File: src/rtl/spu_fetch_if.sv
// Signal bundle of the SPU fetch stage: instruction-memory port, decode handshake,
// branch redirect and status/performance outputs.
interface spu_fetch_if #(
  parameter int PC_W = 32
);
  logic            imem_req;
  logic [PC_W-1:0] imem_addr;
  logic [63:0]     imem_rdata;
  logic            dec_valid;
  logic            dec_ready;
  logic [31:0]     dec_ins0;
  logic [31:0]     dec_ins1;
  logic [PC_W-1:0] dec_pc;
  logic            redirect;
  logic [PC_W-1:0] redirect_pc;
  logic            halted;
  logic [31:0]     perf_pairs;
  logic [31:0]     perf_stall;

  modport master (
    output imem_req, imem_addr,
    input  imem_rdata,
    output dec_valid,
    input  dec_ready,
    output dec_ins0, dec_ins1, dec_pc,
    input  redirect, redirect_pc,
    output halted, perf_pairs, perf_stall
  );

  modport slave (
    input  imem_req, imem_addr,
    output imem_rdata,
    input  dec_valid,
    output dec_ready,
    input  dec_ins0, dec_ins1, dec_pc,
    output redirect, redirect_pc,
    input  halted, perf_pairs, perf_stall
  );
endinterface

File: src/rtl/spu_fetch.sv
// SPU dual-issue fetch stage: PC, credit-based pair requests, pair FIFO, redirect and STOP halt.
// Define SPU_FETCH_PERF_EN to build the saturating perf_pairs/perf_stall counters.
module spu_fetch #(
  parameter int PC_W       = 32,
  parameter int FIFO_DEPTH = 4
) (
  input logic         clk,
  input logic         rst,
  spu_fetch_if.master bus
);

  localparam int              PTR_W   = $clog2(FIFO_DEPTH);
  localparam int              CNT_W   = PTR_W + 1;
  localparam logic [31:0]     NOP     = 32'h4020_0000;
  localparam logic [CNT_W:0]  DEPTH_C = (CNT_W+1)'(FIFO_DEPTH);

  typedef enum logic {RUN, HALT} state_t;

  typedef struct packed {
    logic [31:0]     ins0;
    logic [31:0]     ins1;
    logic [PC_W-1:0] pc;
  } entry_t;

  state_t           state_q, state_d;
  logic [PC_W-1:0]  pc_q, pc_d;
  logic             req_q, req_d;
  logic [PC_W-1:0]  addr_q, addr_d;
  logic             req_nop_q, req_nop_d;
  logic             resp_v_q, resp_v_d;
  logic [PC_W-1:0]  resp_pc_q;
  logic             resp_nop_q;
  logic             kill;

  entry_t           fifo_mem [FIFO_DEPTH];
  logic [PTR_W-1:0] wr_ptr_q, rd_ptr_q;
  logic [CNT_W-1:0] count_q, count_nx;
  logic [CNT_W:0]   need;
  entry_t           push_entry, head;
  logic             push, pop, stop_seen;

  always_comb begin
    push_entry.ins0 = resp_nop_q ? NOP : bus.imem_rdata[63:32];
    push_entry.ins1 = bus.imem_rdata[31:0];
    push_entry.pc   = resp_pc_q;
  end

  assign stop_seen = resp_v_q && (push_entry.ins0[31:21] == 11'd0 ||
                                  push_entry.ins1[31:21] == 11'd0);
  assign pop       = bus.dec_valid & bus.dec_ready;
  assign push      = resp_v_q & ~bus.redirect;
  assign count_nx  = count_q + CNT_W'(push) - CNT_W'(pop);
  // Credit: entries after this edge, plus the response still outstanding, plus the new one.
  assign need      = {1'b0, count_nx} + (CNT_W+1)'(req_q) + (CNT_W+1)'(1);

  // NOTE: every output of this block gets a default first, so no path leaves one
  // unassigned and no latch is inferred.
  always_comb begin
    state_d   = state_q;
    pc_d      = pc_q;
    req_d     = 1'b0;
    addr_d    = addr_q;
    req_nop_d = 1'b0;
    kill      = 1'b0;
    if (bus.redirect) begin
      state_d   = RUN;
      kill      = 1'b1;
      req_d     = 1'b1;
      addr_d    = {bus.redirect_pc[PC_W-1:3], 3'b000};
      req_nop_d = bus.redirect_pc[2];
      pc_d      = addr_d + PC_W'(8);
    end else begin
      case (state_q)
        RUN: begin
          if (stop_seen) begin
            state_d = HALT;
            kill    = 1'b1;
          end else if (need <= DEPTH_C) begin
            req_d  = 1'b1;
            addr_d = pc_q;
            pc_d   = pc_q + PC_W'(8);
          end
        end
        HALT: ;
      endcase
    end
  end

  assign resp_v_d = req_q & ~kill;

  // NOTE: sequential state uses non-blocking assignments so every register samples
  // pre-edge values regardless of process evaluation order.
  always_ff @(posedge clk or posedge rst) begin
    if (rst) begin
      state_q    <= RUN;
      pc_q       <= '0;
      req_q      <= 1'b0;
      addr_q     <= '0;
      req_nop_q  <= 1'b0;
      resp_v_q   <= 1'b0;
      resp_pc_q  <= '0;
      resp_nop_q <= 1'b0;
    end else begin
      state_q    <= state_d;
      pc_q       <= pc_d;
      req_q      <= req_d;
      addr_q     <= addr_d;
      req_nop_q  <= req_nop_d;
      resp_v_q   <= resp_v_d;
      resp_pc_q  <= addr_q;
      resp_nop_q <= req_nop_q;
    end
  end

  always_ff @(posedge clk or posedge rst) begin
    if (rst) begin
      wr_ptr_q <= '0;
      rd_ptr_q <= '0;
      count_q  <= '0;
    end else if (bus.redirect) begin
      wr_ptr_q <= '0;
      rd_ptr_q <= '0;
      count_q  <= '0;
    end else begin
      if (push) wr_ptr_q <= wr_ptr_q + PTR_W'(1);
      if (pop)  rd_ptr_q <= rd_ptr_q + PTR_W'(1);
      count_q <= count_nx;
    end
  end

  // NOTE: the storage array has no reset; only pointers and count are reset, and the
  // head is masked to zero while the FIFO is empty.
  always_ff @(posedge clk) begin
    if (push) fifo_mem[wr_ptr_q] <= push_entry;
  end

  assign head          = fifo_mem[rd_ptr_q];
  assign bus.dec_valid = (count_q != '0);
  assign bus.dec_ins0  = bus.dec_valid ? head.ins0 : '0;
  assign bus.dec_ins1  = bus.dec_valid ? head.ins1 : '0;
  assign bus.dec_pc    = bus.dec_valid ? head.pc   : '0;
  assign bus.imem_req  = req_q;
  assign bus.imem_addr = addr_q;
  assign bus.halted    = (state_q == HALT);

`ifdef SPU_FETCH_PERF_EN
  logic [31:0] pairs_q, stall_q;

  always_ff @(posedge clk or posedge rst) begin
    if (rst) begin
      pairs_q <= '0;
      stall_q <= '0;
    end else begin
      if (pop && pairs_q != '1) pairs_q <= pairs_q + 32'd1;
      if (bus.dec_valid && !bus.dec_ready && stall_q != '1) stall_q <= stall_q + 32'd1;
    end
  end

  assign bus.perf_pairs = pairs_q;
  assign bus.perf_stall = stall_q;
`else
  assign bus.perf_pairs = '0;
  assign bus.perf_stall = '0;
`endif

endmodule

File: src/flat_wrapper.sv
// flat-port wrapper written by rule: the top's interface ports become plain ports
module spu_fetch_flat 
#(
  parameter int PC_W       = 32,
  parameter int FIFO_DEPTH = 4
)
  (clk, rst, bus_imem_req, bus_imem_addr, bus_imem_rdata, bus_dec_valid, bus_dec_ready, bus_dec_ins0, bus_dec_ins1, bus_dec_pc, bus_redirect, bus_redirect_pc, bus_halted, bus_perf_pairs, bus_perf_stall);
  spu_fetch_if #(.PC_W(PC_W)) bus_i ();
  input logic clk;
  input logic rst;
  output wire logic [$bits(bus_i.imem_req)-1:0] bus_imem_req;
  output wire logic [$bits(bus_i.imem_addr)-1:0] bus_imem_addr;
  input wire logic [$bits(bus_i.imem_rdata)-1:0] bus_imem_rdata;
  output wire logic [$bits(bus_i.dec_valid)-1:0] bus_dec_valid;
  input wire logic [$bits(bus_i.dec_ready)-1:0] bus_dec_ready;
  output wire logic [$bits(bus_i.dec_ins0)-1:0] bus_dec_ins0;
  output wire logic [$bits(bus_i.dec_ins1)-1:0] bus_dec_ins1;
  output wire logic [$bits(bus_i.dec_pc)-1:0] bus_dec_pc;
  input wire logic [$bits(bus_i.redirect)-1:0] bus_redirect;
  input wire logic [$bits(bus_i.redirect_pc)-1:0] bus_redirect_pc;
  output wire logic [$bits(bus_i.halted)-1:0] bus_halted;
  output wire logic [$bits(bus_i.perf_pairs)-1:0] bus_perf_pairs;
  output wire logic [$bits(bus_i.perf_stall)-1:0] bus_perf_stall;
  assign bus_imem_req = bus_i.imem_req;
  assign bus_imem_addr = bus_i.imem_addr;
  assign bus_i.imem_rdata = bus_imem_rdata;
  assign bus_dec_valid = bus_i.dec_valid;
  assign bus_i.dec_ready = bus_dec_ready;
  assign bus_dec_ins0 = bus_i.dec_ins0;
  assign bus_dec_ins1 = bus_i.dec_ins1;
  assign bus_dec_pc = bus_i.dec_pc;
  assign bus_i.redirect = bus_redirect;
  assign bus_i.redirect_pc = bus_redirect_pc;
  assign bus_halted = bus_i.halted;
  assign bus_perf_pairs = bus_i.perf_pairs;
  assign bus_perf_stall = bus_i.perf_stall;
  spu_fetch #(.PC_W(PC_W), .FIFO_DEPTH(FIFO_DEPTH)) u_core (.clk(clk), .rst(rst), .bus(bus_i));
endmodule
File: config.mk
export PLATFORM = sky130hd
export DESIGN_NAME = spu_fetch_flat
export DESIGN_NICKNAME = d
export VERILOG_FILES = /design/src/rtl/spu_fetch_if.sv /design/src/rtl/spu_fetch.sv /design/src/flat_wrapper.sv
export SDC_FILE = /design/constraint.sdc
export NUM_CORES = 1
export LEC_CHECK = 0
export CAP_MARGIN = 20
export CELL_PAD_IN_SITES_DETAIL_PLACEMENT = 1
export CELL_PAD_IN_SITES_GLOBAL_PLACEMENT = 1
export CORE_MARGIN = 8
export CORE_UTILIZATION = 47
export CTS_BUF_LIST = sky130_fd_sc_hd__clkbuf_8
export DETAILED_ROUTE_END_ITERATION = 8
export GPL_TIMING_DRIVEN = 0
export PLACE_DENSITY_LB_ADDON = 0.08
export REMOVE_ABC_BUFFERS = 1
export SLEW_MARGIN = 20
export SYNTH_ARGS = -nofsm -noshare
export SYNTH_HDL_FRONTEND = slang
export SYNTH_SLANG_ARGS = --single-unit
File: constraint.sdc
create_clock -name clk -period 4.1 [get_ports clk]
set_input_delay 0.615 -clock clk [delete_from_list [all_inputs] [get_ports clk]]
set_output_delay 0.615 -clock clk [all_outputs]
set_load 0.05 [all_outputs]
; ---- Yosys cells after proc, flatten, opt, wreduce, memory -nomap -nowiden
; Memories as Yosys holds them, arrays and structs flattened.
; Cells that the tools add are included.
[totals]
mem_bits_rw = 384
romBits = 0
mem_count = 1
latch_bits = 0
register_bits = 108
[classes]
n_lt_le_gt_ge = 1
n_bitwise = 5
n_shift = 0
n_mux = 29
mul = 0
eq_ne = 2
add_sub_neg = 8
n_div = 0
n_reduce_logical = 9
[memory_table]
columns = name, depth, width, rd, rd_ports_with_merged_regs, write_ports, line_no
row1 = u_core.fifo_mem, 4, 96, 1, 0, 1, spu_fetch.sv:35  ; entry_t fifo_mem [FIFO_DEPTH];
[ops]
columns = operator, count
row1 = $mux W32, 12
row2 = $add A32 B4 Y32 const B, 2
row3 = $logic_not A11 Y1, 2
row4 = $mux W1, 12
row5 = $mux W2, 4
row6 = $reduce_bool A2 Y1, 3
row7 = $add A2 B1 Y2 const B, 2
row8 = $add A3 B1 Y4, 1
row9 = $add A4 B1 Y4 const B, 1
row10 = $le A4 B3 Y1 const B, 1
row11 = $ne A2 B2 Y1 const B, 2
row12 = $add A3 B1 Y3, 1
row13 = $and A1 B1 Y1, 3
row14 = $mux W3, 1
row15 = $reduce_and A3 Y1, 1
row16 = $reduce_bool A3 Y1, 1
row17 = $sub A3 B1 Y3, 1
row18 = $not A1 Y1, 2
row19 = $logic_and A1 B1 Y1, 1
row20 = $logic_or A1 B1 Y1, 1

; ---- Logic depth before layout (Yosys ltp)
; Gate-level depths: netlist of the first run.
[depth]
ltp_word = 11
depth_mapped = 16

; ---- Least setup slack after synthesis of the first run
; OpenSTA, ideal clock, no wires.
[synth_timing]
path_kind = input port to flip-flop
startpoint = input bus_redirect
endpoint = memory u_core.fifo_mem[0][10] (netlist name), enable pin
n_path_buf = 3
path_stages = 5
required_ns = 3.638
arrival_time_ns = 3.492
setup_ns = 0.462
setup_slack_ns = 0.146
path_cell_list = buf_4 > buf_2 > buf_2 > nor2b_1 > and2_1
[synth_via]
elab_chain_cells = 4
[synth_rtl]
columns = item, line_no
row1 = from (decl), flat_wrapper.sv:19  ; input wire logic [$bits(bus_i.redirect)-1:0] bus_redirect;
row2 = $not A1 Y1, spu_fetch.sv:51  ; assign push = resp_v_q & ~bus.redirect;
row3 = $and A1 B1 Y1, spu_fetch.sv:51
row4 = $mux W1, spu_fetch.sv:134  ; if (push) fifo_mem[wr_ptr_q] <= push_entry;
row5 = $mux W1 (not written as such), spu_fetch.sv:134
row6 = to (decl), spu_fetch.sv:35
; Every way passes these cells.

; ---- Final worst setup path of the first run
[layout_timing]
startpoint = register u_core.count_q[2]
endpoint = register u_core.addr_q[3], in the netlist u_core.bus.imem_addr[3]
[layout_via]
elab_chain_cells = 8
elab_cells_between_ends = 9
classes_between = 4 x add/sub / 1 x order compare / 1 x bitwise / 3 x reduce/logical
[layout_rtl]
columns = item, line_no
row1 = from (decl), spu_fetch.sv:37  ; logic [CNT_W-1:0] count_q, count_nx;
row2 = from (signal assigned), spu_fetch.sv:127  ; count_q <= count_nx;
row3 = branches (longest 2 deep; another with $add A3 B1 Y3), -
row4 = $sub A3 B1 Y3 *, spu_fetch.sv:52  ; assign count_nx = count_q + CNT_W'(push) - CNT_W'(pop);
row5 = $add A3 B1 Y4 *, spu_fetch.sv:54  ; assign need = {1'b0, count_nx} + (CNT_W+1)'(req_q) + (CNT_W+1)'(1);
row6 = $add A4 B1 Y4 *, spu_fetch.sv:54
row7 = $le A4 B3 Y1 *, spu_fetch.sv:78  ; end else if (need <= DEPTH_C) begin
row8 = $reduce_bool A2 Y1 (no source line) *, -
row9 = $reduce_and A3 Y1 (no source line) *, -
row10 = to (signal assigned), spu_fetch.sv:107  ; addr_q <= addr_d;
row11 = to (decl), spu_fetch.sv:28  ; logic [PC_W-1:0] addr_q, addr_d;
; Every way passes the cells marked *.
; A chain may end at the register's enable or synchronous reset.

==> results of run 1 <==
-- state kept, by name, indices dropped and copies added, names as in the netlist --
| signal | count |
|---|---|
| u_core.bus.imem_addr | 29 |
| u_core.resp_nop_q | 1 |
| u_core.fifo_mem | 372 |
| u_core.bus.imem_req | 1 |
| u_core.resp_pc_q | 29 |
| u_core.bus.halted | 1 |
| u_core.req_nop_q | 1 |
| u_core.count_q | 3 |
| u_core.resp_v_q | 1 |
| u_core.pc_q | 29 |
| u_core.rd_ptr_q | 2 |
| u_core.wr_ptr_q | 2 |
-- repair_timing --
item / 4_1_cts / 5_1_grt
resized for setup: 1 / 2
setup buffers: 2 / 4
setup endpoints to repair: 37 / 4
pin swaps: 2 / 0
cloned: 2 / 0
-- per-layer routing --
layer | wire [um] | track usage | up-vias
li1 | - | - | 4890
met1 | 20200 | 0.246 | 5640
met2 | 24400 | 0.329 | 282
met3 | 2350 | 0.0452 | 72
met4 | 830 | 0.0490 | 4
met5 | 22 | 0 | -
-- cells by family (layout without fill, tap and decap cells) --
| group | Yosys count | in the layout | share of synthesized area |
|---|---|---|---|
| buffers and inverters | 148 | 409 | 0.0448 |
| adders and majority gates | 10 | 10 | 0.00664 |
| xor gates and xnor gates | 60 | 60 | 0.0270 |
| muxes | 154 | 154 | 0.136 |
| other | 1 | 71 | 0.000188 |
| AOI/OAI and AO/OA | 52 | 52 | 0.0158 |
| and+or+nand+nor | 288 | 290 | 0.0868 |
| DFF | 471 | 471 | 0.683 |
-- worst max path at each step --
stage                            from                       end  slack (ps)  cells past startpoint
global placement         bus_redirect   u_core.bus.imem_addr[3]       -7520                     12
detailed placement  u_core.count_q[1]   u_core.bus.imem_addr[3]        -610                     16
global route        u_core.count_q[2]   u_core.bus.imem_addr[3]          20                     16
floorplan           u_core.count_q[1]  u_core.bus.imem_addr[22]       -2390                     14
finish              u_core.count_q[2]   u_core.bus.imem_addr[3]         140                     16
CTS                 u_core.count_q[2]   u_core.bus.imem_addr[3]          50                     16
-- area by class of cell --
| type | count | area share |
|---|---|---|
| flip-flops and latches | 471 | 0.561 |
| multi-input cells | 636 | 0.236 |
| repair buffers | 253 | 0.115 |
| clock buffers | 83 | 0.0469 |
| diodes | 1 | 0.000103 |
| clock inverters | 54 | 0.0103 |
| well taps | 539 | 0.0277 |
| inverters | 19 | 0.00314 |
-- placed cells by master, fill, tap and decap left out, types with 6 or more instances in the layout --
| cell type | instances |
|---|---|
| buf_12 | 10 |
| and2_1 | 96 |
| xor2_1 | 16 |
| nand3b_1 | 7 |
| xnor2_1 | 43 |
| mux2i_1 | 54 |
| clkdlybuf4s50_1 | 221 |
| nor2b_1 | 31 |
| nor3_1 | 13 |
| nor2_1 | 17 |
| o21ai_1 | 20 |
| conb_1 | 70 |
| buf_4 | 6 |
| mux4_2 | 93 |
| ha_1 | 9 |
| nand4_1 | 8 |
| nand4b_1 | 6 |
| nor4_2 | 10 |
| nand3_1 | 24 |
| o21ai_0 | 17 |
| clkbuf_8 | 83 |
| edfxtp_1 | 372 |
| nor3b_1 | 6 |
| nand2_1 | 49 |
| clkinv_1 | 17 |
| buf_16 | 10 |
| dfrtp_1 | 94 |
| inv_1 | 45 |
-- power by group through the flow --
stage / Clock (mW) / Sequential [mW] / Combinational (mW)
after CTS: 3.86 / 6.51 / 9.03
after global routing: 4.04 / 6.57 / 9.52
after floorplan: 0 / 7.07 / 4.71
after detailed placement: 0 / 6.58 / 8.89
final: 3.72 / 6.49 / 9.03
after global placement: 0 / 6.68 / 6.94
-- through the flow --
| stage | total power [mW] | hold slack (ps) | instances |
|---|---|---|---|
| final | 19.2 | 360 | 2056 |
| after global routing | 20.1 | 353 | 2055 |
| after CTS | 19.4 | 320 | 2051 |
| after detailed placement | 15.5 | 346 | 1910 |
| after global placement | 13.6 | 334 | 1885 |
| after floorplan | 11.8 | 331 | 1124 |
==> results.sh, run 1 <==
export IMPL_dp_hpwl_um=30800
export IMPL_p_int_mw=11.4
export IMPL_nFillCells=3876
export IMPL_fin_crit_ps=3960
export IMPL_fp_dieW_um=222
export IMPL_fin_crit_sh=0.965
export IMPL_synth_flop_cell="edfxtp_1"
export IMPL_synth_area_um2=20000
export IMPL_worstReg2RegEnd="u_core.bus.imem_addr[3]"
export IMPL_grtUsageTotal=0.193
export IMPL_synthTopCellsByArea="edfxtp_1 56%, dfrtp_1 12%, mux4_2 10%"
export IMPL_cts_root_buf="clkbuf_8"
export IMPL_reg2regPathDepth=16
export IMPL_first_pass_iters=6
export IMPL_drtAntennaViolNets=0
export IMPL_clkPwrFrac=0.193
export IMPL_synth_warnings=0
export IMPL_setup_tns_ps=0
export IMPL_async_flop_share=0.210
export IMPL_core_area_um2=41900
export IMPL_drc_errors=0
export IMPL_final_util=0.580
export IMPL_final_nets=1571
export IMPL_postSynthAreaPerCell_um2=16.9
export IMPL_seq_area_um2=13700
export IMPL_criticalPathCategory="flop to flop"
export IMPL_p_leak_nw=8.53
export IMPL_clock_latency_ps=630
export IMPL_max_slew_margin=0.470
export IMPL_portBuffers=222
export IMPL_path_max_fanout=17
export IMPL_grt_pass1_wl_um=73100
export IMPL_crit_buf_inv=5
export IMPL_drt_wirelength_per_cell_um=23.3
export IMPL_antenna_found_initial=5
export IMPL_cp_required_ps=4610
export IMPL_via_per_inst=5.30
export IMPL_tightest_slew_ps=795
export IMPL_fin_area_um2=24300
export IMPL_dr_total_vias=10888
export IMPL_fin_skew_ps=21.3
export IMPL_ir_worst_vdd_mv=0.901
export IMPL_grt_max_degree=75
export IMPL_synth_most_common_cell="edfxtp_1"
export IMPL_cp_top_family="adder cells"
export IMPL_critPathSlowestCell="fa_1"
export IMPL_start_util=0.476
export IMPL_fp_dieH_um=222
export IMPL_p_switching_mw=7.80
export IMPL_slowest_delay_ps=530
export IMPL_layout_drive_gt1_share=0.170
export IMPL_numCtsBuffers=80
export IMPL_grt_pass1_vias=12095
export IMPL_reg2reg_slack_ps=140
export IMPL_path_cells="or3_4, and2_1, ha_1, inv_1, ha_1, inv_1, fa_1, inv_1, ha_1, xor2_1, a21oi_4, buf_12, or2_4, buf_12, and2b_4, mux2_1"
export IMPL_swShare=0.405
export IMPL_r2r_start="u_core.count_q[2]"
export IMPL_synth_top_cell_by_area="edfxtp_1"
export IMPL_ys_ff_latch=471
export IMPL_max_freq_ghz=0.253
export IMPL_post_synth_num_cell_types=49
export IMPL_startpoint_type="flop"
export IMPL_syn_inst=1184
export IMPL_grt_setup_unrepaired="no"
export IMPL_ioPinCount=295
export IMPL_ys_seq_area_frac=0.683
export IMPL_dieArea_um2=49400
export IMPL_placed_area_um2=22900
export IMPL_pwr_share_comb=0.470
export IMPL_synth_top_area_frac=0.559
export IMPL_wirelength_um=47900
export IMPL_status="completed"
export IMPL_clk_path_buf_depth=3
export IMPL_holdBufCountCts=0
export IMPL_cp_arrival_ps=4460
export IMPL_share_seq_of_total_power=0.337
export IMPL_fp_row_count=75
export IMPL_setup_viol=0
export IMPL_ctsHtreeMaxLevel=3
export IMPL_drv_slew=0
export IMPL_path_clk_slew_ps=60
export IMPL_netlist_top_cells_count="372 x edfxtp_1, 100 x and2_1, 99 x dfrtp_1, 93 x mux4_2, 76 x buf_4"
export IMPL_synth_edf_count=372
export IMPL_hold_viol=0
export IMPL_area_delta_synth_final_pct=21.8
export IMPL_dp_slack_ps=-610
export IMPL_gr_total_overflow=0
export IMPL_multi_input_area_um2=5740
export IMPL_power_density_nw_per_um2=791
export IMPL_drt_initial_drc_count=618
export IMPL_setup_slack_ps=144
export IMPL_cts_tree="built"
export IMPL_critPathCaptureType="flop"
export IMPL_place_congestion=0.743
export IMPL_cts_sinks=471
export IMPL_hp_class="primary input to asynchronous set/reset pin"
export IMPL_cap_violations=0
Power figures use the tool's default switching activity.
==> run 2: changes to the inputs <==
--- a/config.mk
+++ b/config.mk
@@ -5,11 +5,13 @@
 export SDC_FILE = /design/constraint.sdc
 export NUM_CORES = 1
 export LEC_CHECK = 0
+export ABC_AREA = 1
 export CAP_MARGIN = 20
 export CELL_PAD_IN_SITES_DETAIL_PLACEMENT = 1
 export CELL_PAD_IN_SITES_GLOBAL_PLACEMENT = 1
+export CORE_ASPECT_RATIO = 1.4
 export CORE_MARGIN = 8
-export CORE_UTILIZATION = 47
+export CORE_UTILIZATION = 44
 export CTS_BUF_LIST = sky130_fd_sc_hd__clkbuf_8
 export DETAILED_ROUTE_END_ITERATION = 8
 export GPL_TIMING_DRIVEN = 0
==> constraint.sdc (replaced) <==
create_clock -name clk -period 4.4 [get_ports clk]
set_input_delay 0.66 -clock clk [delete_from_list [all_inputs] [get_ports clk]]
set_output_delay 0.66 -clock clk [all_outputs]
set_load 0.05 [all_outputs]
==> run 2 against run 1 <==
Sequential power decreased by 6.8%; final area rose by 1.0%; critical endpoint is now bus_dec_pc[16]; synthesized cell count increased by 60%.
==> results.sh, run 2 <==
export IMPL_async_flop_share=0.210
export IMPL_yosys_area_share_xor_xnor=0.00569
export IMPL_top_register="u_core.fifo_mem"
export IMPL_ys_ff_latch=471
export IMPL_wirelength_um=55600
export IMPL_setup_tns_ps=0
export IMPL_postSynthAreaPerCell_um2=10.6
export IMPL_portBuffers=222
export IMPL_cts_root_buf="clkbuf_8"
export IMPL_crit_top_cell="buf_16"
export IMPL_fp_dieW_um=196
export IMPL_criticalPathCategory="flop to output port"
export IMPL_ir_worst_vdd_mv=0.471
export IMPL_grtUsageTotal=0.209
export IMPL_drtAntennaViolNets=0
export IMPL_first_pass_iters=5
export IMPL_synth_most_common_cell="nor2_1"
export IMPL_endpoint="bus_dec_pc[16]"
export IMPL_slowest_delay_ps=880
export IMPL_drt_wirelength_per_cell_um=19.9
export IMPL_synth_adder_area_share=0.00662
export IMPL_critPathSlowestCell="clkdlybuf4s50_1"
export IMPL_layout_drive_gt1_share=0.0816
export IMPL_worstReg2RegEnd="u_core.pc_q[12]"
export IMPL_setup_viol=0
export IMPL_crit_buf_inv=4
export IMPL_dr_total_vias=13964
export IMPL_synth_compound_area_frac=0.0723
export IMPL_status="completed"
export IMPL_dieArea_um2=52700
export IMPL_clock_latency_ps=610
export IMPL_netlist_top_cells_count="454 x nor2_1, 372 x edfxtp_1, 320 x nand2_1, 190 x o21ai_0, 99 x dfrtp_1"
export IMPL_numCtsBuffers=74
export IMPL_reg2reg_slack_ps=420
export IMPL_final_common_cell="nor2_1"
export IMPL_tightest_slew_ps=953
export IMPL_synthTopCellsByArea="edfxtp_1 56%, dfrtp_1 12%, nor2_1 8.5%"
export IMPL_fp_dieH_um=268
export IMPL_max_freq_ghz=0.238
export IMPL_drt_initial_drc_count=518
export IMPL_core_area_um2=45000
export IMPL_clk_path_buf_depth=3
export IMPL_grt_pass1_vias=15403
export IMPL_fp_row_count=92
export IMPL_path_cells="buf_16, buf_16, inv_12, o21ai_0, a21oi_1, clkdlybuf4s50_1"
export IMPL_reg2regPathDepth=22
export IMPL_hp_class="flop to flop"
export IMPL_max_slew_margin=0.362
export IMPL_synth_warnings=0
export IMPL_p_leak_nw=9.74
export IMPL_drc_errors=0
export IMPL_crit_start="u_core.rd_ptr_q[0]"
export IMPL_gr_total_overflow=0
export IMPL_area_delta_synth_final_pct=22.8
export IMPL_ioPinCount=295
export IMPL_cp_required_ps=3740
export IMPL_r2r_start="u_core.count_q[1]"
export IMPL_layout_common_cells="449 x nor2_1, 372 x edfxtp_1, 317 x nand2_1, 190 x o21ai_0, 171 x clkdlybuf4s50_1"
export IMPL_totalPowerFinal_mw=16.5
export IMPL_grt_max_degree=102
export IMPL_power_density_nw_per_um2=672
export IMPL_path_max_fanout=87
export IMPL_holdBufCountCts=0
export IMPL_synth_area_mux_share=0
export IMPL_cp_num_cells=6
export IMPL_synth_flop_cell="edfxtp_1"
export IMPL_synth_top_cell_by_area="edfxtp_1"
export IMPL_cts_tree="built"
export IMPL_path_clk_slew_ps=70
export IMPL_synth_top_area_frac=0.558
export IMPL_grt_pass1_wl_um=85900
export IMPL_fin_crit_ps=4200
export IMPL_ys_seq_area_frac=0.681
export IMPL_cp_arrival_ps=3540
export IMPL_drv_slew=0
export IMPL_antenna_found_initial=1
export IMPL_syn_inst=1894
export IMPL_via_per_inst=5.00
export IMPL_synth_top_family_by_area="simple AND/OR/NAND/NOR gates"
export IMPL_place_congestion=0.874
export IMPL_dp_hpwl_um=36700
export IMPL_critPathCaptureType="output port"
export IMPL_synth_area_um2=20000
export IMPL_start_util=0.445
export IMPL_post_synth_num_cell_types=32
export IMPL_hold_viol=0
export IMPL_cp_top_family="buffers and inverters"
export IMPL_synth_edf_count=372
export IMPL_fin_skew_ps=21.5
export IMPL_startpoint_type="flop"
export IMPL_final_util=0.546
export IMPL_cap_violations=0
export IMPL_fin_crit_sh=0.954
export IMPL_cts_sinks=471
export IMPL_final_nets=2239
export IMPL_largest_register_ffs=372
export IMPL_synthSimpleGateAreaFrac=0.170
export IMPL_ctsHtreeMaxLevel=3
==> run 2: cell types whose count changed in the layout (fill, tap and decap cells not counted), sizes merged, moves of 31 or more <==
cell           change
clkdlybuf4s50     -50
and2             -100
nor2b             -31
nand2            +285
xnor2             -39
mux4              -93
dlygate4sd2       +35
a21oi             +88
mux2i             -54
o21ai            +156
nor2             +448
inv               +64
==> run 2: worst min-delay path by stage <==
stage,end,slack (ps),from,cells past startpoint
finish,u_core.resp_nop_q,360,u_core.req_nop_q,0
global route,u_core.resp_nop_q,370,u_core.req_nop_q,0
CTS,u_core.resp_nop_q,360,u_core.req_nop_q,0
detailed placement,u_core.resp_nop_q,350,u_core.req_nop_q,0
global placement,u_core.resp_nop_q,340,u_core.req_nop_q,0
floorplan,u_core.resp_nop_q,330,u_core.req_nop_q,0
==> run 2: cell families (layout without fill, tap and decap cells) <==
kind of cell / count (synthesis) / in the layout
AOI/OAI and AO/OA: 288 / 288
xor gates and xnor gates: 13 / 13
adders and majority gates: 10 / 10
buffers and inverters: 250 / 469
DFF: 471 / 471
other: 1 / 71
and+or+nand+nor: 861 / 861
==> run 2: cell type report <==
class	instances	area, um2
antenna	1	2.50
clock buffer	78	1070
clock inverter	51	325
fill	4858	20400
inverter	83	339
multi-input combinational	1242	5440
sequential	471	13700
tap	611	764
timing repair buffer	257	2990
==> run 2: layer usage <==
| metal | vias to the layer above | share of wire | track usage |
|---|---|---|---|
| li1 | 6660 | - | - |
| met2 | 290 | 0.53 | 0.385 |
| met5 | - | 0 | 0 |
| met3 | 91 | 0.041 | 0.0367 |
| met4 | 0 | 0.024 | 0.0712 |
| met1 | 6923 | 0.40 | 0.242 |
==> run 2: where the power goes <==
| part | internal [mW] | leakage, nW | switching, mW |
|---|---|---|---|
| registers | 5.60 | 4.62 | 0.453 |
| clock network | 1.88 | 0.803 | 1.68 |
| logic | 1.92 | 4.31 | 5.00 |
| total | 9.40 | 9.74 | 7.13 |
==> run 2: repair_timing <==
item | 4_1_cts | 5_1_grt
buffers inserted | 2 | 0
pin swaps | 1 | 0
gates resized for setup | 55 | 21
endpoints found under the hold margin | 0 | 0
endpoints found under the setup margin | 125 | 72
==> run 2: worst reg2reg max path: stages, from the launching register on <==
cell	delay, ps
dfrtp_1	410
inv_1	70
nand2_1	120
nor2_4	200
buf_16	190
inv_1	80
nand2_1	110
inv_1	70
ha_1	260
inv_1	60
ha_1	140
inv_1	50
fa_1	510
inv_1	60
ha_1	290
inv_1	60
nand2_1	50
nand3_1	90
nand2_1	160
o21ai_2	560
buf_6	250
nand2_1	80
nand2_1	70
==> run 2: stage by stage <==
stage / setup slack, ps / std cells / instance area [um2] / hold slack (ps)
finish: 204 / 2794 / 24600 / 359
global route: -12.9 / 2794 / 24600 / 366
CTS: 12.6 / 2793 / 24600 / 365
detailed placement: -1090 / 2662 / 23200 / 350
global placement: -8450 / 2629 / 22300 / 335
floorplan: -3970 / 1796 / 19300 / 331
==> run 3: changes to the inputs <==
--- a/config.mk
+++ b/config.mk
@@ -14,7 +14,6 @@
 export CORE_UTILIZATION = 44
 export CTS_BUF_LIST = sky130_fd_sc_hd__clkbuf_8
 export DETAILED_ROUTE_END_ITERATION = 8
-export GPL_TIMING_DRIVEN = 0
 export PLACE_DENSITY_LB_ADDON = 0.08
 export REMOVE_ABC_BUFFERS = 1
 export SLEW_MARGIN = 20
==> run 3 against run 2 <==
Register-to-register slack better by 560 ps; routed wire length up 0.86%; clock power is 1% lower; first-iteration DRC count is 22% higher; sequential power about the same; die area unchanged; critical path type unchanged; sequential share of layout area increased by 1.0 points; worst setup slack worse by 11 ps; final area fell by 1.9%; core utilization shrank 1.0 points; clock skew is essentially flat; maximum frequency decreased by 0.26%.
==> results.sh, run 3 (synthesis gave the netlist of run 2 again) <==
export IMPL_fin_area_um2=24100
export IMPL_drv_slew=0
export IMPL_fin_skew_ps=21.7
export IMPL_whs_path_depth=0
export IMPL_final_common_cell="nor2_1"
export IMPL_drt_initial_drc_count=631
export IMPL_final_cells=2791
export IMPL_criticalPathCategory="flop to output port"
export IMPL_path_max_fanout=60
export IMPL_setup_slack_ps=193
export IMPL_cp_num_cells=5
export IMPL_wirelength_um=56100
export IMPL_drtAntennaViolNets=0
export IMPL_max_freq_ghz=0.238
export IMPL_largest_register_ffs=372
export IMPL_hold_viol=0
export IMPL_fp_dieW_um=196
export IMPL_first_pass_iters=5
export IMPL_antenna_found_initial=1
export IMPL_p_leak_nw=9.43
export IMPL_reg2regPathDepth=22
export IMPL_grt_setup_unrepaired="no"
export IMPL_max_slew_margin=0.475
export IMPL_clk_path_buf_depth=3
export IMPL_fp_dieH_um=268
export IMPL_tightest_slew_ps=787
export IMPL_fin_crit_sh=0.956
export IMPL_path_cells="inv_4, buf_4, o21ai_0, a21oi_1, clkdlybuf4s50_1"
export IMPL_critPathSlowestCell="clkdlybuf4s50_1"
export IMPL_layout_common_cells="449 x nor2_1, 372 x edfxtp_1, 319 x nand2_1, 221 x clkdlybuf4s50_1, 190 x o21ai_0"
export IMPL_placed_area_um2=22700
export IMPL_fin_crit_ps=4210
export IMPL_path_clk_slew_ps=60
export IMPL_clock_latency_ps=620
export IMPL_dr_total_vias=14206
export IMPL_dp_hpwl_um=36000
export IMPL_cts_resized=0
export IMPL_top_register="u_core.fifo_mem"
export IMPL_dieArea_um2=52700
export IMPL_power_density_nw_per_um2=683
export IMPL_grt_max_degree=120
export IMPL_layout_drive_gt1_share=0.0748
export IMPL_startpoint_type="flop"
export IMPL_dp_slack_ps=617
export IMPL_numCtsBuffers=74
export IMPL_cts_sinks=471
export IMPL_drc_errors=0
export IMPL_final_nets=2233
export IMPL_nFillCells=4826
export IMPL_ir_worst_vdd_mv=0.430
export IMPL_grtUsageTotal=0.211
export IMPL_cp_top_family="buffers and inverters"
export IMPL_holdBufCountCts=0
export IMPL_cts_tree="built"
export IMPL_slowest_delay_ps=880
export IMPL_cts_root_buf="clkbuf_8"
export IMPL_place_congestion=0.890
export IMPL_cap_violations=0
export IMPL_crit_buf_inv=3
export IMPL_core_area_um2=45000
export IMPL_cp_arrival_ps=3550
export IMPL_start_util=0.445
export IMPL_fp_row_count=92
export IMPL_setup_viol=0
export IMPL_grt_pass1_vias=15713
export IMPL_ioPinCount=295
export IMPL_area_delta_synth_final_pct=20.5
export IMPL_holdWs_ps=351
export IMPL_status="completed"
export IMPL_post_cts_buffers=0
export IMPL_hp_class="flop to flop"
export IMPL_cp_required_ps=3740
export IMPL_portBuffers=222
export IMPL_drt_wirelength_per_cell_um=20.1
export IMPL_ctsHtreeMaxLevel=3
export IMPL_gr_total_overflow=0
export IMPL_place_inst=2658
export IMPL_grt_pass1_wl_um=86500
export IMPL_via_per_inst=5.09
export IMPL_critPathCaptureType="output port"
==> run 3: cell types whose count changed in the layout (fill, tap and decap cells not counted), sizes merged <==
cell / change
bufinv: -1
clkdlybuf4s50: +50
clkbuf: -6
buf: -5
clkdlybuf4s15: -10
clkinvlp: +2
dlygate4sd2: -35
clkinv: +2
==> run 3: layout make-up <==
type / count / area, um2 / share of cell area
clock buffer: 78 / 1070 / 0.0445
timing repair buffer: 251 / 2600 / 0.108
sequential: 471 / 13700 / 0.566
antenna: 1 / 2.50 / 0.000104
inverter: 83 / 324 / 0.0134
multi-input combinational: 1242 / 5400 / 0.224
tap: 611 / 764 / 0.0317
clock inverter: 54 / 314 / 0.0130
==> run 3: power breakdown <==
part / internal, mW / switching, mW / leakage (nW)
clock: 1.82 / 1.69 / 0.795
combinational: 1.96 / 4.94 / 4.01
sequential: 5.60 / 0.467 / 4.62
==> run 3: per-stage QoR <==
stage	util	setup TNS, ps	power (mW)
after global placement	0.505	0	13.0
final	0.536	0	16.5
after detailed placement	0.505	0	13.1
after CTS	0.536	0	16.7
after global routing	0.536	0	17.3
after floorplan	-	-798130	10.4
==> run 3: final timing paths <==
| check | from | slack [ps] | endpoint |
|---|---|---|---|
| setup / recovery | u_core.rd_ptr_q[0] | 190 | bus_dec_ins1[25] |
| hold / removal | u_core.req_nop_q | 350 | u_core.resp_nop_q |
| setup reg to reg | u_core.count_q[1] | 980 | u_core.pc_q[23] |
| hold reg to reg | u_core.req_nop_q | 350 | u_core.resp_nop_q |
| max in group asynchronous | rst | 3090 | u_core.resp_pc_q[23] |
| min in group asynchronous | rst | 530 | u_core.pc_q[4] |
==> run 3: per-layer routing <==
| metal | track usage | routed length, um |
|---|---|---|
| met3 | 0.0328 | 2330 |
| met1 | 0.239 | 22300 |
| met4 | 0.0995 | 1940 |
| met2 | 0.386 | 29500 |
| met5 | 0 | 0 |
